[src/rtl/calc_pkg.sv]
// rtl/calc_pkg.sv - shared opcodes, sequencer state encoding and default width for the calculator ALU
package calc_pkg;

    localparam int CALC_WIDTH = 16;

    typedef enum logic [1:0] {
        OP_ADD = 2'b00,
        OP_SUB = 2'b01,
        OP_MUL = 2'b10,
        OP_DIV = 2'b11
    } op_e;

    typedef enum logic [2:0] {
        S_IDLE   = 3'd0,
        S_LOAD   = 3'd1,
        S_ADDSUB = 3'd2,
        S_MUL    = 3'd3,
        S_DIV    = 3'd4,
        S_FIN    = 3'd5
    } state_e;

endpackage

[src/rtl/calc_shift_core.sv]
// rtl/calc_shift_core.sv - iterative datapath: shift-add multiply and restoring shift-subtract divide
module calc_shift_core
    import calc_pkg::*;
#(
    parameter int WIDTH = CALC_WIDTH
) (
    input  logic               clk,
    input  logic               rst,
    input  logic               load,
    input  logic               step,
    input  logic               mode,
    input  logic [WIDTH-1:0]   a,
    input  logic [WIDTH-1:0]   b,
    output logic               last_iter,
    output logic               zero_mplier,
    output logic [2*WIDTH-1:0] product,
    output logic [WIDTH-1:0]   quotient,
    output logic [WIDTH-1:0]   remainder
);

    localparam int CW = $clog2(WIDTH);

    // mul: acc = partial product, sh = left-shifting multiplicand, mp = right-shifting multiplier
    // div: acc[WIDTH-1:0] = partial remainder, sh[WIDTH-1:0] = dividend/quotient, mp = divisor
    logic [2*WIDTH-1:0] acc;
    logic [2*WIDTH-1:0] sh;
    logic [WIDTH-1:0]   mp;
    logic [CW-1:0]      cnt;

    logic [WIDTH:0]     trial;
    logic               fits;
    logic [WIDTH-1:0]   diff;

    // Outputs are the values this step produces, so the sequencer can latch them on the last step
    always_comb begin
        product   = acc + (mp[0] ? sh : '0);
        trial     = {acc[WIDTH-1:0], sh[WIDTH-1]};
        fits      = (trial >= {1'b0, mp});
        diff      = trial[WIDTH-1:0] - mp;
        quotient  = {sh[WIDTH-2:0], fits};
        remainder = fits ? diff : trial[WIDTH-1:0];
    end

    assign last_iter   = (cnt == CW'(WIDTH - 1));
    assign zero_mplier = (mp[WIDTH-1:1] == '0);

    always_ff @(posedge clk or posedge rst) begin
        if (rst) begin
            acc <= '0;
            sh  <= '0;
            mp  <= '0;
            cnt <= '0;
        end else if (load) begin
            acc <= '0;
            sh  <= {{WIDTH{1'b0}}, a};
            mp  <= b;
            cnt <= '0;
        end else if (step) begin
            cnt <= cnt + CW'(1);
            if (mode) begin
                acc <= {{WIDTH{1'b0}}, remainder};
                sh  <= {{WIDTH{1'b0}}, quotient};
            end else begin
                acc <= product;
                sh  <= {sh[2*WIDTH-2:0], 1'b0};
                mp  <= {1'b0, mp[WIDTH-1:1]};
            end
        end
    end

endmodule

[src/rtl/calc_alu_sequencer.sv]
// rtl/calc_alu_sequencer.sv - multi-cycle add/sub/mul/div sequencer with Busy/Done handshake
// Build option CALC_EARLY_TERM_EN: multiply stops once the remaining multiplier is zero.
module calc_alu_sequencer
    import calc_pkg::*;
#(
    parameter int WIDTH = CALC_WIDTH
) (
    input  logic             Clk,
    input  logic             Reset,
    input  logic             Start,
    input  logic [1:0]       Op,
    input  logic [WIDTH-1:0] A,
    input  logic [WIDTH-1:0] B,
    output logic             Busy,
    output logic             Done,
    output logic [WIDTH:0]   C,
    output logic [WIDTH-1:0] Rem,
    output logic             Err
);

`ifdef CALC_EARLY_TERM_EN
    localparam bit EARLY_TERM = 1'b1;
`else
    localparam bit EARLY_TERM = 1'b0;
`endif

    state_e           state;
    op_e              op_q;
    logic [WIDTH-1:0] a_q;
    logic [WIDTH-1:0] b_q;

    logic               core_load;
    logic               core_step;
    logic               core_div;
    logic               last_iter;
    logic               zero_mplier;
    logic               mul_last;
    logic [2*WIDTH-1:0] product;
    logic [WIDTH-1:0]   quotient;
    logic [WIDTH-1:0]   remainder;

    assign core_load = (state == S_LOAD);
    assign core_step = (state == S_MUL) || (state == S_DIV);
    assign core_div  = (state == S_DIV);
    assign mul_last  = last_iter || (EARLY_TERM && zero_mplier);

    calc_shift_core #(
        .WIDTH(WIDTH)
    ) u_core (
        .clk        (Clk),
        .rst        (Reset),
        .load       (core_load),
        .step       (core_step),
        .mode       (core_div),
        .a          (a_q),
        .b          (b_q),
        .last_iter  (last_iter),
        .zero_mplier(zero_mplier),
        .product    (product),
        .quotient   (quotient),
        .remainder  (remainder)
    );

    // Results are latched on the edge that enters the Done cycle, so Done and C/Rem/Err align
    always_ff @(posedge Clk or posedge Reset) begin
        if (Reset) begin
            state <= S_IDLE;
            op_q  <= OP_ADD;
            a_q   <= '0;
            b_q   <= '0;
            Busy  <= 1'b0;
            Done  <= 1'b0;
            C     <= '0;
            Rem   <= '0;
            Err   <= 1'b0;
        end else begin
            Done <= 1'b0;
            case (state)
                S_IDLE: begin
                    if (Start) begin
                        op_q  <= op_e'(Op);
                        a_q   <= A;
                        b_q   <= B;
                        Busy  <= 1'b1;
                        C     <= '0;
                        Rem   <= '0;
                        Err   <= 1'b0;
                        state <= S_LOAD;
                    end
                end
                S_LOAD: begin
                    case (op_q)
                        OP_ADD: begin
                            C     <= {1'b0, a_q} + {1'b0, b_q};
                            Done  <= 1'b1;
                            state <= S_ADDSUB;
                        end
                        OP_SUB: begin
                            C     <= {1'b0, a_q} - {1'b0, b_q};
                            Done  <= 1'b1;
                            state <= S_ADDSUB;
                        end
                        OP_MUL: begin
                            state <= S_MUL;
                        end
                        default: begin
                            if (b_q == '0) begin
                                C     <= '1;
                                Err   <= 1'b1;
                                Done  <= 1'b1;
                                state <= S_FIN;
                            end else begin
                                state <= S_DIV;
                            end
                        end
                    endcase
                end
                // The single add/sub step already landed in this state's Done cycle
                S_ADDSUB: begin
                    Busy  <= 1'b0;
                    state <= S_IDLE;
                end
                S_MUL: begin
                    if (mul_last) begin
                        C     <= product[WIDTH:0];
                        Err   <= |product[2*WIDTH-1:WIDTH+1];
                        Done  <= 1'b1;
                        state <= S_FIN;
                    end
                end
                S_DIV: begin
                    if (last_iter) begin
                        C     <= {1'b0, quotient};
                        Rem   <= remainder;
                        Done  <= 1'b1;
                        state <= S_FIN;
                    end
                end
                S_FIN: begin
                    Busy  <= 1'b0;
                    state <= S_IDLE;
                end
                default: begin
                    Busy  <= 1'b0;
                    state <= S_IDLE;
                end
            endcase
        end
    end

endmodule

[config.mk]
export PLATFORM = sky130hd
export DESIGN_NAME = calc_alu_sequencer
export DESIGN_NICKNAME = d
export VERILOG_FILES = /design/src/rtl/calc_pkg.sv /design/src/rtl/calc_shift_core.sv /design/src/rtl/calc_alu_sequencer.sv
export SDC_FILE = /design/constraint.sdc
export NUM_CORES = 1
export LEC_CHECK = 0
export ABC_AREA = 1
export CELL_PAD_IN_SITES_DETAIL_PLACEMENT = 0
export CELL_PAD_IN_SITES_GLOBAL_PLACEMENT = 2
export CORE_MARGIN = 5
export CORE_UTILIZATION = 36
export DETAILED_ROUTE_END_ITERATION = 8
export PLACE_DENSITY = 0.92
export SYNTH_ARGS = -nofsm -noshare
export SYNTH_HDL_FRONTEND = slang
export SYNTH_HIERARCHICAL = 1
export SYNTH_SLANG_ARGS = --single-unit
[constraint.sdc]
create_clock -name Clk -period 6.07 [get_ports Clk]
set_input_delay 0.9105 -clock Clk [delete_from_list [all_inputs] [get_ports Clk]]
set_output_delay 0.9105 -clock Clk [all_outputs]
set_load 0.02 [all_outputs]
==> results.json, run 1 <==
{
  "status": "finished, final reports clean",
  "crit_chain": "nand2_1 -> inv_1 -> ha_1 -> nand2_1 -> o21ai_0 -> inv_1 -> nand2_1 -> nand3_1 -> nand2_1 -> nand2_1 -> and2_1 -> nor4_1 -> nand4_1 -> nand2_1 -> nand2_1 -> nand3_1 -> nand2_1",
  "setup-tns-final_ns": 0,
  "diodes": 0,
  "place_area_um2": 13400,
  "cts_sinks": 157,
  "crit_top_cell": "nand2_1",
  "gp_congestion": 0.919,
  "grt_pass1_vias": 11100,
  "post-route-drc-count": 0,
  "rsz0062_at_grt": "no",
  "dp_slack_ns": 2.25,
  "cts_max_level": 4,
  "dr.first_iter.drc_count": 785,
  "worst_pin_slew_ns": 1.26,
  "finalNonFillerCells": 2328,
  "place_inst": 2296,
  "r2r_slack_ns": 2.21,
  "clkTransAtPathRegs_ns": 0.07,
  "fin_crit_sh": 0.636,
  "cts.repair.resized": 0,
  "max_freq_mhz": 259,
  "yosys_warnings": 6,
  "ant_nets": 0,
  "final_core_utilization": 0.408,
  "final-setup-viol-count": 0,
  "min-delay-start": "C[13]",
  "rows": 68,
  "endpoint_kind": "register",
  "clkLatencyLatePin_ns": 0.45,
  "period_needed_ns": 3.86,
  "antenna_found_initial": 0,
  "critPathLaunchType": "register",
  "r2r-start": "u_core/mp[0]",
  "path_max_fanout": 34,
  "port-buffer-count": 72,
  "worstRegToRegCells": 17,
  "grt_max_degree": 61,
  "design.die.area_um2": 38200,
  "powerDensity_nw_per_um2": 623,
  "hold_violations": 0,
  "viasPerCell": 4.93,
  "setup_slack_ns": 2.21,
  "crit_required_ns": 6.41,
  "cts_tree": "built",
  "holdWs_ns": 0.482,
  "p_leak_nw": 7.57,
  "cts_setup_buffers": 0,
  "syn_area_um2": 12400,
  "hold_buffers": 0,
  "initial_core_util": 0.361,
  "core_um2": 34300,
  "routed_wirelength_um": 37900,
  "ir_drop_v": 0.000304,
  "grt_pass1_wl_um": 61000,
  "min_to": "C[13]",
  "max_slew_margin": 0.157,
  "io_pins": 73,
  "path_class": "reg2reg",
  "vias": 11500,
  "hpwl_um": 30300,
  "clockBufferDepth": 2,
  "min_path_type": "reg2reg",
  "avgSynthCellArea_um2": 6.79,
  "nNetsFinal": 1966,
  "clockRootBuffer": "clkbuf_16",
  "crit_buf_inv": 2,
  "worstPathArrival_ns": 4.20,
  "drive_gt1_frac": 0.0769,
  "gr-total-overflow": 0,
  "die_w_um": 196,
  "grt_usage": 0.201,
  "chipHeight_um": 196,
  "critPathSlowestCell": "dfrtp_1",
  "cp_top_family": "simple AND/OR/NAND/NOR gates",
  "area_growth_pct": 12.9,
  "power_mw": 8.72,
  "critical_path.max_stage_delay_ns": 1.18,
  "drv_cap": 0,
  "min_path_cells": 2,
  "dr.pass1.iters": 5,
  "syn_nets": 1930,
  "finClkSkew_ns": 0.0155,
  "drv_slew": 0,
  "fin_area_um2": 14000,
  "wire_per_inst_um": 16.3,
  "rr_endpoint": "Err",
  "synth_cells": 1824,
  "cts_buffers": 17
}
==> report_power, final <==
part	switching, mW	internal (mW)	leakage (nW)	total [mW]
registers	0.449	1.42	2.02	1.87
clock network	0.476	0.643	0.286	1.12
logic	3.82	1.91	5.27	5.73
total	4.75	3.97	7.57	8.72
==> how the worst max path moves through the flow <==
stage                    end  depth (start not counted)         start  slack [ns]
6_report                 Err                         17  u_core/mp[0]        2.21
2_1_floorplan  u_core/acc[0]                          1         Reset        2.99
3_3_place_gp             Err                         16  u_core/mp[0]        2.30
4_1_cts                  Err                         17  u_core/mp[0]        2.25
5_1_grt                  Err                         16  u_core/mp[0]        1.81
3_5_place_dp             Err                         16  u_core/mp[0]        2.25
==> layout by cell type (no fill, tap or decap), types with 3 or more instances in the layout <==
master,count
o21ai_1,10
nand3_1,140
nand3b_1,13
o21ai_0,75
a221oi_1,5
clkbuf_8,3
clkinv_4,3
nand4_1,9
buf_4,10
nand3_2,13
clkdlybuf4s50_1,72
and2_1,27
o22ai_1,17
a221oi_2,9
nor2_1,94
nor4_1,8
clkinv_2,3
fa_1,3
nor3_1,13
o211ai_1,15
nand2_1,603
dfrtp_1,157
xor2_1,16
mux2_2,23
a22oi_1,4
clkinvlp_4,3
inv_1,277
xnor2_1,14
nand2_2,8
nor2_4,7
or2_2,6
clkbuf_16,17
inv_2,15
ha_1,66
a21oi_1,82
nor2_2,5
nand2_4,8
==> final cells by class <==
| type | count | area (um2) |
|---|---|---|
| well taps | 455 | 569 |
| multi-input cells | 1307 | 6990 |
| clock buffers | 21 | 470 |
| fillers | 3606 | 20300 |
| clock inverters | 11 | 131 |
| flip-flops and latches | 157 | 3930 |
| inverters | 295 | 1110 |
| repair buffers | 82 | 796 |
==> worst register-to-register path: cells and delay by family, from the launching register on <==
family | cells | cell delay, ns
AO/OA/AOI/OAI | 1 | 0.38
adder cells (fa/ha/maj) | 1 | 0.23
buffers and inverters | 2 | 0.23
flip-flops | 1 | 1.18
AND/OR/NAND/NOR | 13 | 1.75
==> state kept, by name, summed over array words and instances (netlist names), 2 cells and up <==
signal      flops
u_core/mp      16
a_q            16
op_q            2
state           3
Rem            16
u_core/cnt      4
u_core/sh      32
b_q            16
u_core/acc     32
C              17
==> layer usage <==
| metal | track usage | share of wire | up-vias |
|---|---|---|---|
| met5 | 0 | 0 | - |
| met4 | 0.0597 | 0.022 | 0 |
| met3 | 0.0238 | 0.034 | 37 |
| met2 | 0.316 | 0.45 | 235 |
| met1 | 0.290 | 0.50 | 5345 |
| li1 | - | - | 5857 |
Power figures use the tool's default switching activity.
==> run 2, diff against run 1 <==
Settings changed: CORE_UTILIZATION 36 to 31, PLACE_DENSITY 0.92 to 0.85.
Clock period 6.07 ns to 3.4 ns, I/O delays scaled along.
==> results.json, run 2 (synthesis results as in run 1) <==
{
  "ir_drop_v": 0.000427,
  "p_leak_nw": 7.69,
  "crit_top_cell": "nand2_1",
  "gr-total-overflow": 0,
  "mostFrequentLayoutCells": "nand2_1, inv_1, dfrtp_1",
  "critPathLaunchType": "register",
  "core_um2": 39600,
  "worstPathArrival_ns": 3.53,
  "rows": 73,
  "drv_cap": 0,
  "reg_top3": "u_core/acc (32), u_core/sh (32), C (17)",
  "viasPerCell": 4.72,
  "port-buffer-count": 72,
  "initial_core_util": 0.313,
  "seqPwrFrac": 0.206,
  "clkPwrFrac": 0.123,
  "fin_crit_sh": 0.940,
  "dr.pass1.iters": 5,
  "final_common_cell": "nand2_1",
  "r2r-start": "u_core/mp[0]",
  "grt_usage": 0.180,
  "p_int_mw": 7.29,
  "clkTransAtPathRegs_ns": 0.07,
  "diodes": 0,
  "cp_top_family": "simple AND/OR/NAND/NOR gates",
  "min_path_type": "in2async",
  "design.die.area_um2": 44100,
  "max_slew_margin": 0.614,
  "gp_congestion": 0.904,
  "rr_endpoint": "Err",
  "worstRegToRegCells": 19,
  "period_needed_ns": 3.19,
  "crit_chain": "buf_12 -> buf_4 -> nand2_1 -> inv_1 -> ha_1 -> nand2_1 -> nor2_1 -> nand2_1 -> nor2_1 -> nand2_1 -> nand2_1 -> nand2_1 -> and2_1 -> nor4_1 -> nand4_1 -> nand2_1 -> nand2_1 -> nand3_1 -> nand2_1",
  "grt_max_degree": 62,
  "p_sw_mw": 8.58,
  "routed_wirelength_um": 39200,
  "finalNonFillerCells": 2418,
  "r2r_slack_ns": 0.21,
  "clockBufferDepth": 2,
  "crit_buf_inv": 3,
  "power_mw": 15.9,
  "antenna_found_initial": 0,
  "max_freq_mhz": 313,
  "final-setup-viol-count": 0,
  "critPathSlowestCell": "dfrtp_4",
  "ant_nets": 0,
  "cts_max_level": 4,
  "hpwl_um": 31700,
  "cts_tree": "built",
  "status": "finished, final reports clean",
  "crit_required_ns": 3.74,
  "path_max_fanout": 11,
  "finClkSkew_ns": 0.0136,
  "clkLatencyLatePin_ns": 0.44,
  "post-route-drc-count": 0,
  "cts_sinks": 157,
  "die_w_um": 210,
  "vias": 11400,
  "cp-startpoint": "u_core/mp[0]",
  "wire_per_inst_um": 16.2,
  "hold_violations": 0,
  "n_fill_cell": 4337,
  "io_pins": 73,
  "place_inst": 2381,
  "cts_buffers": 17,
  "grt_pass1_vias": 11200,
  "grt_pass1_wl_um": 62800,
  "drive_gt1_frac": 0.0961,
  "drv_slew": 0,
  "p_sw_frac": 0.541,
  "dr.first_iter.drc_count": 754,
  "powerDensity_nw_per_um2": 1110,
  "area_growth_pct": 15.7,
  "clockRootBuffer": "clkbuf_16",
  "critical_path.max_stage_delay_ns": 0.53,
  "nNetsFinal": 1987,
  "path_class": "reg2reg",
  "hold_buffers": 0,
  "p_comb_frac": 0.671,
  "chipHeight_um": 210,
  "worst_pin_slew_ns": 0.577,
  "endpoint_kind": "register"
}
==> run 2: final cells by class <==
cell class	count	area, um2	area share
multi-input cells	1307	7060	0.492
flip-flops and latches	157	3930	0.274
inverters	295	1110	0.0774
repair buffers	103	1000	0.0700
well taps	525	657	0.0458
clock buffers	19	443	0.0309
clock inverters	12	136	0.00951
==> run 2: what timing repair did <==
item,4_1_cts,5_1_grt
buffers inserted,0,6
pin swaps,0,3
cloned,0,0
setup endpoints to repair,2,11
gates resized for setup,2,21
==> run 2: power groups by stage <==
| stage | registers [mW] | clock network, mW | logic, mW |
|---|---|---|---|
| detailed placement | 3.31 | 0 | 10.5 |
| global placement | 3.31 | 0 | 10.5 |
| finish | 3.27 | 1.95 | 10.7 |
| global route | 3.36 | 2.07 | 12.0 |
| floorplan | 3.13 | 0 | 7.71 |
| CTS | 3.28 | 2.02 | 10.6 |
==> run 2: worst max-delay path by stage <==
stage             to  slack [ns]  cells after the start
2_1_floorplan    Err        0.66                     20
3_5_place_dp     Err       -0.01                     19
5_1_grt          Err      -0.002                     19
3_3_place_gp   C[13]       -0.02                     18
6_report         Err        0.21                     19
4_1_cts        C[13]        0.03                     19
==> run 2: metrics by stage <==
stage	setup TNS, ns	worst slack, ns	hold WS (ns)	instance area [um2]	util
CTS	0	0.0261	0.435	14200	0.359
detailed placement	-0.0154	-0.0135	0.466	13600	0.344
finish	0	0.205	0.439	14300	0.362
global route	-0.00207	-0.00207	0.500	14300	0.362
floorplan	0	0.663	0.453	12400	-
global placement	-0.0244	-0.0244	0.468	13600	0.344
==> run 2: routing by layer <==
layer  wire, um  vias to the layer above  part of all wire  global-route usage
li1           -                     5924                 -                   -
met1      19400                     5225              0.50               0.259
met2      17700                      231              0.45               0.288
met3       1410                       39             0.036              0.0234
met4        721                        0             0.018              0.0477
met5          0                        -                 0                   0
==> run 3, diff against run 2 <==
Settings changed: CORE_MARGIN 5 to default.
==> results.json, run 3 (synthesis results as in run 1) <==
{
  "status": "finished, final reports clean",
  "crit_required_ns": 3.74,
  "finalNonFillerCells": 2407,
  "p_leak_nw": 7.68,
  "finClkSkew_ns": 0.0165,
  "place_inst": 2373,
  "clkTransAtPathRegs_ns": 0.07,
  "rows": 72,
  "grt_pass1_vias": 11100,
  "hold_violations": 0,
  "reg_top3": "u_core/acc (32), u_core/sh (32), C (17)",
  "gp_congestion": 0.920,
  "core_um2": 39000,
  "ir_drop_v": 0.000485,
  "initial_core_util": 0.318,
  "crit_chain": "buf_6 -> nand2_1 -> inv_1 -> ha_1 -> nand2_1 -> inv_1 -> a21oi_1 -> nand2_1 -> nand2_1 -> nand2_1 -> nand2_1 -> nand3_1 -> and2_1 -> nor3_1 -> buf_4 -> nand4_1 -> nand2_1 -> nand2_1 -> nand3_1 -> nand2_1",
  "final_core_utilization": 0.366,
  "cts_sinks": 157,
  "dr.first_iter.drc_count": 757,
  "setup-tns-final_ns": 0,
  "gr-total-overflow": 0,
  "cts_tree": "built",
  "min_path_cells": 2,
  "rr_endpoint": "Err",
  "clkLatencyLatePin_ns": 0.45,
  "cts_max_level": 4,
  "max_slew_margin": 0.525,
  "post-route-drc-count": 0,
  "critPathLaunchType": "register",
  "drv_slew": 0,
  "viasPerCell": 4.75,
  "nNetsFinal": 1982,
  "chipHeight_um": 202,
  "setup_slack_ns": 0.262,
  "wire_per_inst_um": 16.4,
  "final_common_cell": "nand2_1",
  "cts_buffers": 17,
  "grt_usage": 0.199,
  "min_to": "C[9]",
  "path_max_fanout": 33,
  "final-setup-viol-count": 0,
  "diodes": 0,
  "ant_nets": 0,
  "endpoint_kind": "register",
  "dr.pass1.iters": 5,
  "worst_pin_slew_ns": 0.713,
  "r2r-start": "u_core/mp[0]",
  "period_needed_ns": 3.14,
  "min_path_type": "reg2reg",
  "rsz0062_at_grt": "no",
  "worstPathArrival_ns": 3.48,
  "dp_slack_ns": 0.0891,
  "max_freq_mhz": 319,
  "area_growth_pct": 15.2,
  "crit_top_cell": "nand2_1",
  "vias": 11400,
  "drive_gt1_frac": 0.0895,
  "die_w_um": 202,
  "routed_wirelength_um": 39500,
  "clockBufferDepth": 2,
  "port-buffer-count": 72,
  "powerDensity_nw_per_um2": 1110,
  "grt_max_degree": 85,
  "critPathSlowestCell": "dfrtp_1",
  "hpwl_um": 31500,
  "design.die.area_um2": 40800,
  "mostFrequentLayoutCells": "nand2_1, inv_1, dfrtp_1",
  "r2r_slack_ns": 0.26,
  "path_class": "reg2reg",
  "fin_crit_sh": 0.923,
  "grt_pass1_wl_um": 62600,
  "power_mw": 15.8,
  "min-delay-start": "C[9]",
  "clockRootBuffer": "clkbuf_16",
  "io_pins": 73,
  "antenna_found_initial": 0,
  "drv_cap": 0,
  "worstRegToRegCells": 20,
  "critical_path.max_stage_delay_ns": 0.37
}
[run 3: cell types whose count changed in the layout (fill, tap and decap cells not counted), sizes merged]
cell and change:
inv +2, buf -5, clkinvlp -1
[run 3: worst max path at each step]
stage,startpoint,depth (start not counted),slack [ns],end
after detailed placement,u_core/mp[0],18,0.09,Err
after global placement,u_core/mp[0],18,0.01,Err
after global routing,u_core/mp[0],17,0.0003,Err
after CTS,b_q[0],19,0.07,C[15]
final,u_core/mp[0],20,0.26,Err
after floorplan,u_core/mp[0],20,0.66,Err
[run 3: final cells by class]
type,instances,area (um2)
sequential,157,3930
clock buffer,19,443
inverter,295,1110
fill,4172,24700
tap,518,648
timing repair buffer,98,945
clock inverter,13,155
multi-input combinational,1307,7040
[run 3: through the flow]
step                hold slack [ns]  instance area, um2
floorplan                     0.453               12400
global placement              0.470               13600
detailed placement            0.465               13600
CTS                           0.496               14200
global route                  0.507               14300
finish                        0.488               14300
[run 3: worst max-delay path, delay by kind of cell, from the launching register on]
family / cells / cell delay, ns
DFF: 1 / 0.37
adders and majority gates: 1 / 0.27
buffers and inverters: 4 / 0.58
and+or+nand+nor: 14 / 1.67
AOI/OAI and AO/OA: 1 / 0.14
[run 3: metal layers]
metal | share of wire | routed length [um] | vias to the layer above | GRT usage
met3 | 0.032 | 1280 | 32 | 0.0232
met2 | 0.45 | 17600 | 222 | 0.314
li1 | - | - | 5896 | -
met4 | 0.021 | 813 | 0 | 0.0622
met5 | 0 | 0 | - | 0
met1 | 0.50 | 19800 | 5292 | 0.282
[run 3: repair_timing]
action,4_1_cts,5_1_grt
resized for setup,0,12
hold endpoints to repair,0,0
hold buffers,0,0
endpoints found under the setup margin,0,8
setup buffers,0,2
[run 3: power breakdown]
part	internal [mW]	switching, mW
registers	2.54	0.740
clock network	1.12	0.891
logic	3.55	6.97
total	7.21	8.60
